## src/rtl/jk_cmd_arbiter.sv

```systemverilog
// Round-robin arbiter that turns one requester's 2-bit command into a single-cycle J/K drive.
// Optional macro JK_ARB_STATS_EN adds an 8-bit saturating count of applied toggle commands.
module jk_cmd_arbiter #(
    parameter int N_REQ = 4
) (
    input  logic               clk,
    input  logic               rst_n,
    input  logic [N_REQ-1:0]   req,
    input  logic [2*N_REQ-1:0] cmd,
    output logic [N_REQ-1:0]   gnt,
    output logic               j,
    output logic               k,
    output logic               busy,
    output logic               q_exp
`ifdef JK_ARB_STATS_EN
    ,
    output logic [7:0]         toggle_cnt
`endif
);

    localparam int PTR_W = $clog2(N_REQ);

    typedef enum logic [1:0] {
        S_IDLE    = 2'd0,
        S_DRIVE   = 2'd1,
        S_RECOVER = 2'd2
    } state_t;

    state_t             r_state;
    state_t             w_state_next;
    logic [PTR_W-1:0]   r_ptr;
    logic [PTR_W-1:0]   w_ptr_next;
    logic [N_REQ-1:0]   r_gnt;
    logic [N_REQ-1:0]   w_gnt_next;
    logic               r_j;
    logic               r_k;
    logic               w_j_next;
    logic               w_k_next;
    logic               r_q_exp;
    logic               w_q_next;
    logic               w_found;
    logic [PTR_W-1:0]   w_win;
    logic [PTR_W-1:0]   w_ptr_inc;
    logic [1:0]         w_cmd_sel;

    // Scan from the pointer upward with wrap; the first pending requester wins.
    always_comb begin
        w_found = 1'b0;
        w_win   = '0;
        for (int off = 0; off < N_REQ; off++) begin
            if (!w_found && req[(int'(r_ptr) + off) % N_REQ]) begin
                w_found = 1'b1;
                w_win   = PTR_W'((int'(r_ptr) + off) % N_REQ);
            end
        end
    end

    always_comb begin
        if (int'(w_win) == N_REQ - 1) begin
            w_ptr_inc = '0;
        end else begin
            w_ptr_inc = w_win + 1'b1;
        end
        w_cmd_sel = cmd[2*int'(w_win) +: 2];
    end

    always_comb begin
        w_state_next = r_state;
        w_ptr_next   = r_ptr;
        w_gnt_next   = '0;
        w_j_next     = 1'b0;
        w_k_next     = 1'b0;
        w_q_next     = r_q_exp;
        case (r_state)
            S_IDLE: begin
                if (w_found) begin
                    w_state_next = S_DRIVE;
                    w_ptr_next   = w_ptr_inc;
                    w_gnt_next   = N_REQ'(1) << w_win;
                    w_j_next     = w_cmd_sel[1];
                    w_k_next     = w_cmd_sel[0];
                end
            end
            S_DRIVE: begin
                // The latched J/K pair is the command itself, so apply JK semantics to the shadow.
                w_state_next = S_RECOVER;
                case ({r_j, r_k})
                    2'b01:   w_q_next = 1'b0;
                    2'b10:   w_q_next = 1'b1;
                    2'b11:   w_q_next = ~r_q_exp;
                    default: w_q_next = r_q_exp;
                endcase
            end
            S_RECOVER: begin
                w_state_next = S_IDLE;
            end
            default: begin
                w_state_next = S_IDLE;
            end
        endcase
    end

    always_ff @(posedge clk or negedge rst_n) begin
        if (!rst_n) begin
            r_state <= S_IDLE;
            r_ptr   <= '0;
            r_gnt   <= '0;
            r_j     <= 1'b0;
            r_k     <= 1'b0;
            r_q_exp <= 1'b0;
        end else begin
            r_state <= w_state_next;
            r_ptr   <= w_ptr_next;
            r_gnt   <= w_gnt_next;
            r_j     <= w_j_next;
            r_k     <= w_k_next;
            r_q_exp <= w_q_next;
        end
    end

`ifdef JK_ARB_STATS_EN
    logic [7:0] r_toggle_cnt;

    always_ff @(posedge clk or negedge rst_n) begin
        if (!rst_n) begin
            r_toggle_cnt <= 8'd0;
        end else if (r_state == S_DRIVE && r_j && r_k && r_toggle_cnt != 8'hFF) begin
            r_toggle_cnt <= r_toggle_cnt + 8'd1;
        end
    end

    assign toggle_cnt = r_toggle_cnt;
`endif

    assign gnt   = r_gnt;
    assign j     = r_j;
    assign k     = r_k;
    assign q_exp = r_q_exp;
    assign busy  = (r_state != S_IDLE);

endmodule

```

## config.mk

```make
export PLATFORM = sky130hd
export DESIGN_NAME = jk_cmd_arbiter
export DESIGN_NICKNAME = d
export VERILOG_FILES = /design/src/rtl/jk_cmd_arbiter.sv
export SDC_FILE = /design/constraint.sdc
export NUM_CORES = 1
export LEC_CHECK = 0
export CAP_MARGIN = 20
export CORE_AREA = 3 3 40 42
export DETAILED_ROUTE_END_ITERATION = 10
export DIE_AREA = 0 0 43 45
export GPL_TIMING_DRIVEN = 0
export PLACE_DENSITY = 0.79
export SKIP_CTS_REPAIR_TIMING = 1
export SLEW_MARGIN = 0
export SYNTH_ARGS = -nofsm -noshare
export SYNTH_HDL_FRONTEND = slang
export SYNTH_SLANG_ARGS = --single-unit
```

## constraint.sdc

```tcl
create_clock -name clk -period 3.5 [get_ports clk]
set_input_delay 0.35 -clock clk [delete_from_list [all_inputs] [get_ports clk]]
set_output_delay 0.35 -clock clk [all_outputs]
set_load 0.01 [all_outputs]
```

==> results.md, run 1 <==
- Outcome: complete, no violations
- Initial detailed-routing violation count: 8
- RR Endpoint: r_ptr[1]$_DFFE_PN0P_
- DRT antenna net count: 0
- CTS tree: built
- Relative slew slack: 67.8%
- Synth Area in Simple Gates: 17.8%
- Logic pwr share: 49.4%
- Placer congestion estimate: 0.736
- Adder-cell share of the synthesized area: 8.81%
- Pwr/cell area: 694 nW/um^2
- WP data required: 3.64 ns
- First-pass GRT wire length: 1640 microns
- Via count: 463
- N_diodes: 0
- Synth Instances: 51
- GRT Total Usage: 11.6%
- Syn Nets: 69
- Fin. Hold Viols: 0
- Final wirelength: 1020 microns
- Switching Power: 203 uW
- CP Capture Point: r_ptr[1]$_DFFE_PN0P_
- Clock transition at path regs: 0.06 ns
- Post-DP HPWL: 868 microns
- Dpl ws: 1.36 ns
- Fraction of synthesized cell area in xor and xnor cells: 0%
- Clock Power Share: 14.2%
- Port bufs: 21
- Worst setup startpoint: req[0]
- Commonest non-fill, non-tap cell in the layout: clkdlybuf4s50_1
- Met1 GRT Util: 12.8%
- Kind of critical path: input pin to register
- Largest cells by area after synthesis: dfrtp_1, ha_1, and2_1
- Post-synth top area share: 48.5%
- Crit path max fanout: 7
- Met3 usage: 2.39%
- Core Area: 1280 sq um
- Residual DRC: 0
- Worst Skew: 0.00233 ns
- Worst-Skew Late Latency: 0.26 ns
- Layout Nets: 95
- Sequential Power Share: 36.4%
- Vias per Instance: 5.09
- Post-Syn Area: 568 sq um
- Worst r2r path cells: 5
- Mux share of post-synthesis cell area: 3.74%
- Final worst setup slack: 1.63 ns
- Compound-Gate Fraction of Synth Area: 17.6%
- Num rows: 13
- Most frequent cells in the layout: clkdlybuf4s50_1, dfrtp_1, nand2_1
- Final Critical Period: 1.87 ns
- Initial antenna violation count: 0
- F_max: 534 MHz
- GR Util met2: 20.4%
- Die area: 1940 sq um
- Hold crit path type: input pin to async pin
- Setup violations, final: 0
- Longest Clk Path Bufs: 2
- Switching fraction of total power: 35.5%
- Largest area contributor in the netlist: dfrtp_1
- P&R area growth vs syn: 44.9%
- Int Pwr: 369 uW
- Largest family of logic cells by synthesized area: simple AND/OR/NAND/NOR gates
- Largest net degree at the start of global routing: 12
- Initial Utilization: 44.2%
- Worst reg-to-reg setup slack: 1.81 ns
- TNS Setup: 0 ns
- Leakage Power: 0.359 nW
- Grt ovf: 0
- VDD IR max: 292 uV
- CTS Buf Count: 3
- Share of cells above drive strength 1: 10.5%
- Crit. End Element: register
- Root buffer cell: clkbuf_4
- Crit share post-route: 53.5%
- Distinct cells, synth: 24
- Vias in the first global route: 417
- Die H: 45 microns
- Mapped Avg Cell Area: 11.1 sq um
- I/O pins: 22
- Seq/Total Area, Yosys: 48.5%
- Final Total Pwr: 571 uW
- Yosys reg bits: 11
- Reg-to-Reg Start: r_ptr[1]$_DFFE_PN0P_
- DR WL/cell: 11.3 microns
- CP startpoint kind: input pin
- H-Tree Depth: 1
- Number of max-cap violations: 0
- RSZ-0062 raised after global routing: no
- Die W: 43 microns
- Final-report max-slew violation count: 0
- Least-Margin Pin Slew: 0.481 ns
- Peak-usage layer in the global routing report: met2
- Synthesis Warnings: 0
- CP Data Arrival Time: 2.02 ns
- Drt first pass iters: 4
- Clock sink count: 11
-- state kept, by name, indices dropped and copies added, names as in the netlist --
signal and flops:
r_state 2, gnt 4, k 1, q_exp 1, j 1, r_ptr 2
-- per-stage QoR --
step | hold WS, ns | util (%) | instance area, sq um | std cells
finish | 0.417 | 64.1 | 823 | 91
global route | 0.460 | 64.1 | 823 | 91
CTS | 0.432 | 64.1 | 823 | 91
detailed placement | 0.447 | 62.0 | 797 | 87
global placement | 0.436 | 62.0 | 797 | 87
floorplan | 0.0544 | - | 568 | 51
-- final cells by class --
type / instances / area (sq um)
clock buffer: 4 / 26.3
tap: 15 / 18.8
multi-input combinational: 36 / 273
fill: 115 / 462
timing repair buffer: 21 / 210
inverter: 4 / 20.0
sequential: 11 / 275
-- critical path, stage by stage --
cell	delay, ns
clkdlybuf4s50_1	0.55
a21oi_1	0.09
o21a_1	0.17
o22a_1	0.27
ha_1	0.30
mux2_1	0.29
-- worst min-delay path by stage --
stage,cells past startpoint,to,startpoint
detailed placement,1,q_exp$_DFFE_PN0P_,k$_DFF_PN0_
CTS,1,gnt[1]$_DFF_PN0_,rst_n
floorplan,0,gnt[0]$_DFF_PN0_,rst_n
global placement,1,q_exp$_DFFE_PN0P_,k$_DFF_PN0_
finish,1,gnt[1]$_DFF_PN0_,rst_n
global route,1,r_state[1]$_DFFE_PN0P_,rst_n
-- synthesized netlist by cell type, drive strengths merged --
cell	instances
clkinv	1
or2	1
a31oi	1
a2bb2oi	1
o22ai	1
nor4	1
nor3b	2
mux2i	1
a211oi	2
inv	3
nor2	2
nor2b	1
mux2	1
dfrtp	11
a311oi	2
and2	4
nand2	5
o22a	1
a21oi	4
o21a	1
nand2b	1
ha	4
-- power groups by stage --
stage / logic, mW / registers (mW) / clock network, mW
2_1_floorplan: 0.156 / 0.219 / 0
3_3_place_gp: 0.281 / 0.208 / 0
3_5_place_dp: 0.285 / 0.211 / 0
4_1_cts: 0.286 / 0.209 / 0.0838
5_1_grt: 0.309 / 0.215 / 0.0920
6_report: 0.282 / 0.208 / 0.0812
-- cell families after synthesis --
family | Yosys count
DFF | 11
AOI/OAI and AO/OA | 13
buffers and inverters | 4
muxes | 2
and+or+nand+nor | 17
adders and majority gates | 4
-- layer usage --
metal  up-vias  wire (microns)
li1        235               -
met1       207             424
met2        19             512
met3         2              71
met4         0              15
met5         -               0
(Power assumes the default switching activity.)
==> inputs of run 2 (changes only) <==
Settings changed: CORE_AREA 3 3 40 42 to 3 3 44 46, DIE_AREA 0 0 43 45 to 0 0 47 49, PLACE_DENSITY 0.79 to 0.69.
Clock period 3.5 ns to 1.51 ns, I/O delays scaled along.
==> run 2 against run 1 <==
  * The run now ends with setup timing left
  * Wire length rose by 11%
  * Register-to-register slack worse by 1.9 ns
  * Critical path depth down 1
  * Flip-flop and latch count is the same
  * Cell count is 2.2% higher
  * Largest power group unchanged
  * Highest routed layer unchanged
==> results.md, run 2 (synthesis gave the netlist of run 1 again) <==
- Die H: 49 microns (was 45 microns)
- Reg-to-Reg Start: r_ptr[1]$_DFFE_PN0P_ (unchanged)
- H-Tree Depth: 1 (unchanged)
- Initial Utilization: 36.9% (was 44.2%)
- Drt first pass iters: 4 (unchanged)
- Layout fillers: 152 (was 115)
- CP Capture Point: r_ptr[1]$_DFFE_PN0P_ (unchanged)
- Leakage Power: 0.391 nW (was 0.359 nW)
- Outcome: finished with violations (was complete, no violations)
- Worst-Skew Late Latency: 0.26 ns (about the same)
- Clock transition at path regs: 0.07 ns (was 0.06 ns)
- Dpl ws: -0.443 ns (was 1.36 ns)
- GRT Total Usage: 10.7% (was 11.6%)
- Least-Margin Pin Slew: 0.454 ns (was 0.481 ns)
- DR WL/cell: 12.2 microns (was 11.3 microns)
- Final Total Pwr: 1.49 mW (was 571 uW)
- Port bufs: 21 (unchanged)
- Via count: 480 (was 463)
- Root buffer cell: clkbuf_4 (unchanged)
- N_diodes: 0 (unchanged)
- Clock sink count: 11 (unchanged)
- Post-DP HPWL: 882 microns (was 868 microns)
- Largest net degree at the start of global routing: 12 (unchanged)
- Pwr/cell area: 1640 nW/um^2 (was 694 nW/um^2)
- Worst setup startpoint: r_ptr[1]$_DFFE_PN0P_ (was req[0])
- Kind of critical path: register to register (was input pin to register)
- Failing checks: setup timing
- Num rows: 14 (was 13)
- Final Critical Period: 1.61 ns
- Die area: 2300 sq um (was 1940 sq um)
- Crit. End Element: register (unchanged)
- First-pass GRT wire length: 1750 microns (was 1640 microns)
- Final wirelength: 1140 microns (was 1020 microns)
- Vias in the first global route: 416 (was 417)
- Commonest non-fill, non-tap cell in the layout: clkdlybuf4s50_1 (unchanged)
- Max FFs per register: 4 (unchanged)
- Final-report max-slew violation count: 0 (unchanged)
- Final worst setup slack: -0.0987 ns (was 1.63 ns)
- I/O pins: 22 (unchanged)
- Hold crit path type: input pin to async pin (unchanged)
- Vias per Instance: 5.16 (was 5.09)
- Share of cells above drive strength 1: 26.0% (was 10.5%)
- Crit path max fanout: 6 (was 7)
- Core Area: 1540 sq um (was 1280 sq um)
- Die W: 47 microns (was 43 microns)
- Fin. Hold Viols: 0 (unchanged)
- F_max: 622 MHz
- Crit share post-route: 107%
- Layout Nets: 96 (was 95)
- Worst hold slack: 0.199 ns (was 0.417 ns)
- CP Data Arrival Time: 1.76 ns (was 2.02 ns)
- CP startpoint kind: register (was input pin)
- Relative slew slack: 69.7% (was 67.8%)
- DRT antenna net count: 0 (unchanged)
- Longest Clk Path Bufs: 2 (unchanged)
- Worst reg-to-reg setup slack: -0.1 ns (was 1.81 ns)
- Initial antenna violation count: 0 (unchanged)
- Residual DRC: 0 (unchanged)
- Grt ovf: 0 (unchanged)
- RSZ-0062 raised after global routing: yes (was no)
- Placer congestion estimate: 0.739 (was 0.736)
- Setup violations, final: 6 (was 0)
- Initial detailed-routing violation count: 5 (was 8)
- WP data required: 1.66 ns (was 3.64 ns)
- Worst r2r path cells: 5 (unchanged)
- Number of max-cap violations: 0 (unchanged)
- CTS Buf Count: 3 (unchanged)
- P&R area growth vs syn: 59.9% (was 44.9%)
- VDD IR max: 642 uV (was 292 uV)
- Most frequent cells in the layout: clkdlybuf4s50_1, dfrtp_1, nand2_1 (unchanged)
- RR Endpoint: r_ptr[1]$_DFFE_PN0P_ (unchanged)
- Worst Skew: 0.00601 ns (was 0.00233 ns)
- CTS tree: built (unchanged)
## run 2: layer usage
layer | wire length, microns | vias to the layer above | GRT usage [%]
met2 | 557 | 17 | 15.2
met4 | 17 | 0 | 8.29
met1 | 494 | 227 | 13.4
met3 | 69 | 2 | 2.21
met5 | 0 | - | 0
li1 | - | 234 | -
## run 2: layout make-up
| type | instances | area (sq um) | share of cell area [%] |
|---|---|---|---|
| clock buffer | 4 | 26.3 | 2.89 |
| inverter | 4 | 20.0 | 2.20 |
| multi-input combinational | 36 | 343 | 37.7 |
| sequential | 11 | 277 | 30.4 |
| tap | 16 | 20.0 | 2.20 |
| timing repair buffer | 22 | 223 | 24.5 |
## run 2: worst min-delay path by stage
stage                             endpoint  slack, ns  cells past startpoint
global route        r_state[1]$_DFFE_PN0P_       0.22                      1
CTS                            k$_DFF_PN0_       0.21                      1
global placement    r_state[1]$_DFFE_PN0P_       0.44                      1
floorplan                 gnt[0]$_DFF_PN0_      -0.14                      0
detailed placement  r_state[1]$_DFFE_PN0P_       0.45                      1
finish              r_state[1]$_DFFE_PN0P_       0.20                      1
## run 2: worst max-delay path, cell delays in order (launching register included)
cell      delay (ns)
dfrtp_2         0.45
nand2b_1        0.18
a21oi_2         0.29
nor2_4          0.11
ha_4            0.22
mux2_4          0.25
## run 2: per-stage QoR
stage / instance area, sq um / std cells / setup TNS, ns / utilization [%]
2_1_floorplan: 568 / 51 / -0.0506 / -
3_3_place_gp: 798 / 88 / -1.49 / 51.8
3_5_place_dp: 798 / 88 / -1.69 / 51.8
4_1_cts: 825 / 92 / -0.517 / 53.5
5_1_grt: 908 / 93 / -0.821 / 58.9
6_report: 908 / 93 / -0.416 / 58.9
## run 2: power by group
part | internal [mW] | leakage, nW | switching (mW)
Combinational | 0.419 | 0.237 | 0.388
Sequential | 0.416 | 0.138 | 0.0692
Clock | 0.102 | 0.0150 | 0.0914
Total | 0.937 | 0.391 | 0.548
==> RTL edit (settings of run 1) <==
Re-encode `state_t` (3 states) as one-hot, 3 bits wide.
--- a/src/rtl/jk_cmd_arbiter.sv
+++ b/src/rtl/jk_cmd_arbiter.sv
@@ -20,10 +20,10 @@
 
     localparam int PTR_W = $clog2(N_REQ);
 
-    typedef enum logic [1:0] {
-        S_IDLE    = 2'd0,
-        S_DRIVE   = 2'd1,
-        S_RECOVER = 2'd2
+    typedef enum logic [2:0] {
+        S_IDLE    = 3'b001,
+        S_DRIVE   = 3'b010,
+        S_RECOVER = 3'b100
     } state_t;
 
     state_t             r_state;
Behaviour: no difference found for any inputs over 4 cycles, from zero or initial values and one cycle with rst_n low; so few cycles prove little.
==> RTL edit against run 1 <==
Area after synthesis increased by 10%. Clock skew decreased by 0.91 ps. Largest cell class is now multi-input combinational cells. Worst setup slack lost 190 ps. Sequential cell count grew 1. Total power up 15%. Final area is 8.2% higher. Sequential share of layout area up 0.41 points. Routed wire length grew 17%.
==> RTL edit: results (changes against run 1) <==
metric,value,unit,change
outcome,"complete, no violations",,
worstPathMaxFanout,4,,-3
post-route-util,69.33,%,+5.3 points
p_sw,0.2227,mW,+9.8%
cp_top_family,flip-flops,,
r2r_setup_slack,1760,ps,-50 ps
crit_type,reg2out,,
groute.layer.met1.usage,16.75,%,+3.9 points
critPathCapture,busy,,
combPwrFrac,46.9,%,-2.5 points
gp_congestion,0.7632,,+3.8%
nets,97,,+2.1%
grt_pass1_vias,467,,+12%
ir_drop,434.4,uV,+49%
drtIter0Drc,2,,-6
drtPass1Iterations,3,,-1
pre_cts_ws,1274,ps,-90.22 ps
synth_common_cells,"dfrtp_1 (11), nor2_1 (5), and2_1 (4), ha_1 (4), mux2_1 (4)",,
avgViaCountPerCell,5.032,,-1.1%
fin_worst_skew,1.418,ps,-0.9098 ps
grt_max_degree,13,,+1
p_per_area,734.3,nW/um^2,+5.8%
path_clk_slew,80,ps,+20 ps
use_met2,26.05,%,+5.7 points
grt_pass1_wl,2049,um,+25%
grt_use_total,14.75,%,+3.2 points
max_freq,0.4854,GHz,-9.0%
drive_gt1_share,19.23,%,+8.7 points
arrival,1710,ps,-310 ps
met3_usage,3.586,%,+1.2 points
cp-startpoint,r_state[0],,
leakage,0.3908,nW,+9.0%
yosysSeqAreaShare,48.20,%,-0.26 points
seq_power,0.238,mW,+14%
fillCellCount,108,,-6.1%
slew_headroom,63.93,%,-3.9 points
wl,1203,um,+17%
synth_nets,71,,+2.9%
place_area,854.6,um^2,+7.2%
synth_area_leaders,"dfrtp_1 (44%), ha_1 (8.0%), mux2_1 (7.2%)",,
worst-r2r-cell-count,5,,unchanged
-- RTL edit: cell type report --
type                    instances  share of cell area [%]
repair buffers                 21                   23.60
well taps                      15                   2.107
inverters                       3                   1.264
clock buffers                   4                   4.073
multi-input cells              38                   35.11
flip-flops and latches         12                   33.85
-- RTL edit: per-stage QoR --
step / hold slack [ps] / cells
finish: 428.5 / 93
global route: 468.4 / 93
CTS: 441.7 / 93
detailed placement: 459.2 / 89
global placement: 438.4 / 89
floorplan: 54.41 / 53
-- RTL edit: cells by family (layout without fill, tap and decap cells) --
kind of cell	Yosys count	count (layout)	share of synthesized area, %
and+or+nand+nor	21	21	22.20
DFF	12	12	48.20
adders and majority gates	4	4	8.000
muxes	6	6	11.20
buffers and inverters	3	28	1.800
AOI/OAI and AO/OA	7	7	8.600
-- RTL edit: metal layers --
metal  vias to the layer above  routed length, um
met5                         -                  0
met4                         0                 23
met3                         2                 62
met2                        15                615
met1                       218                502
li1                        233                  -
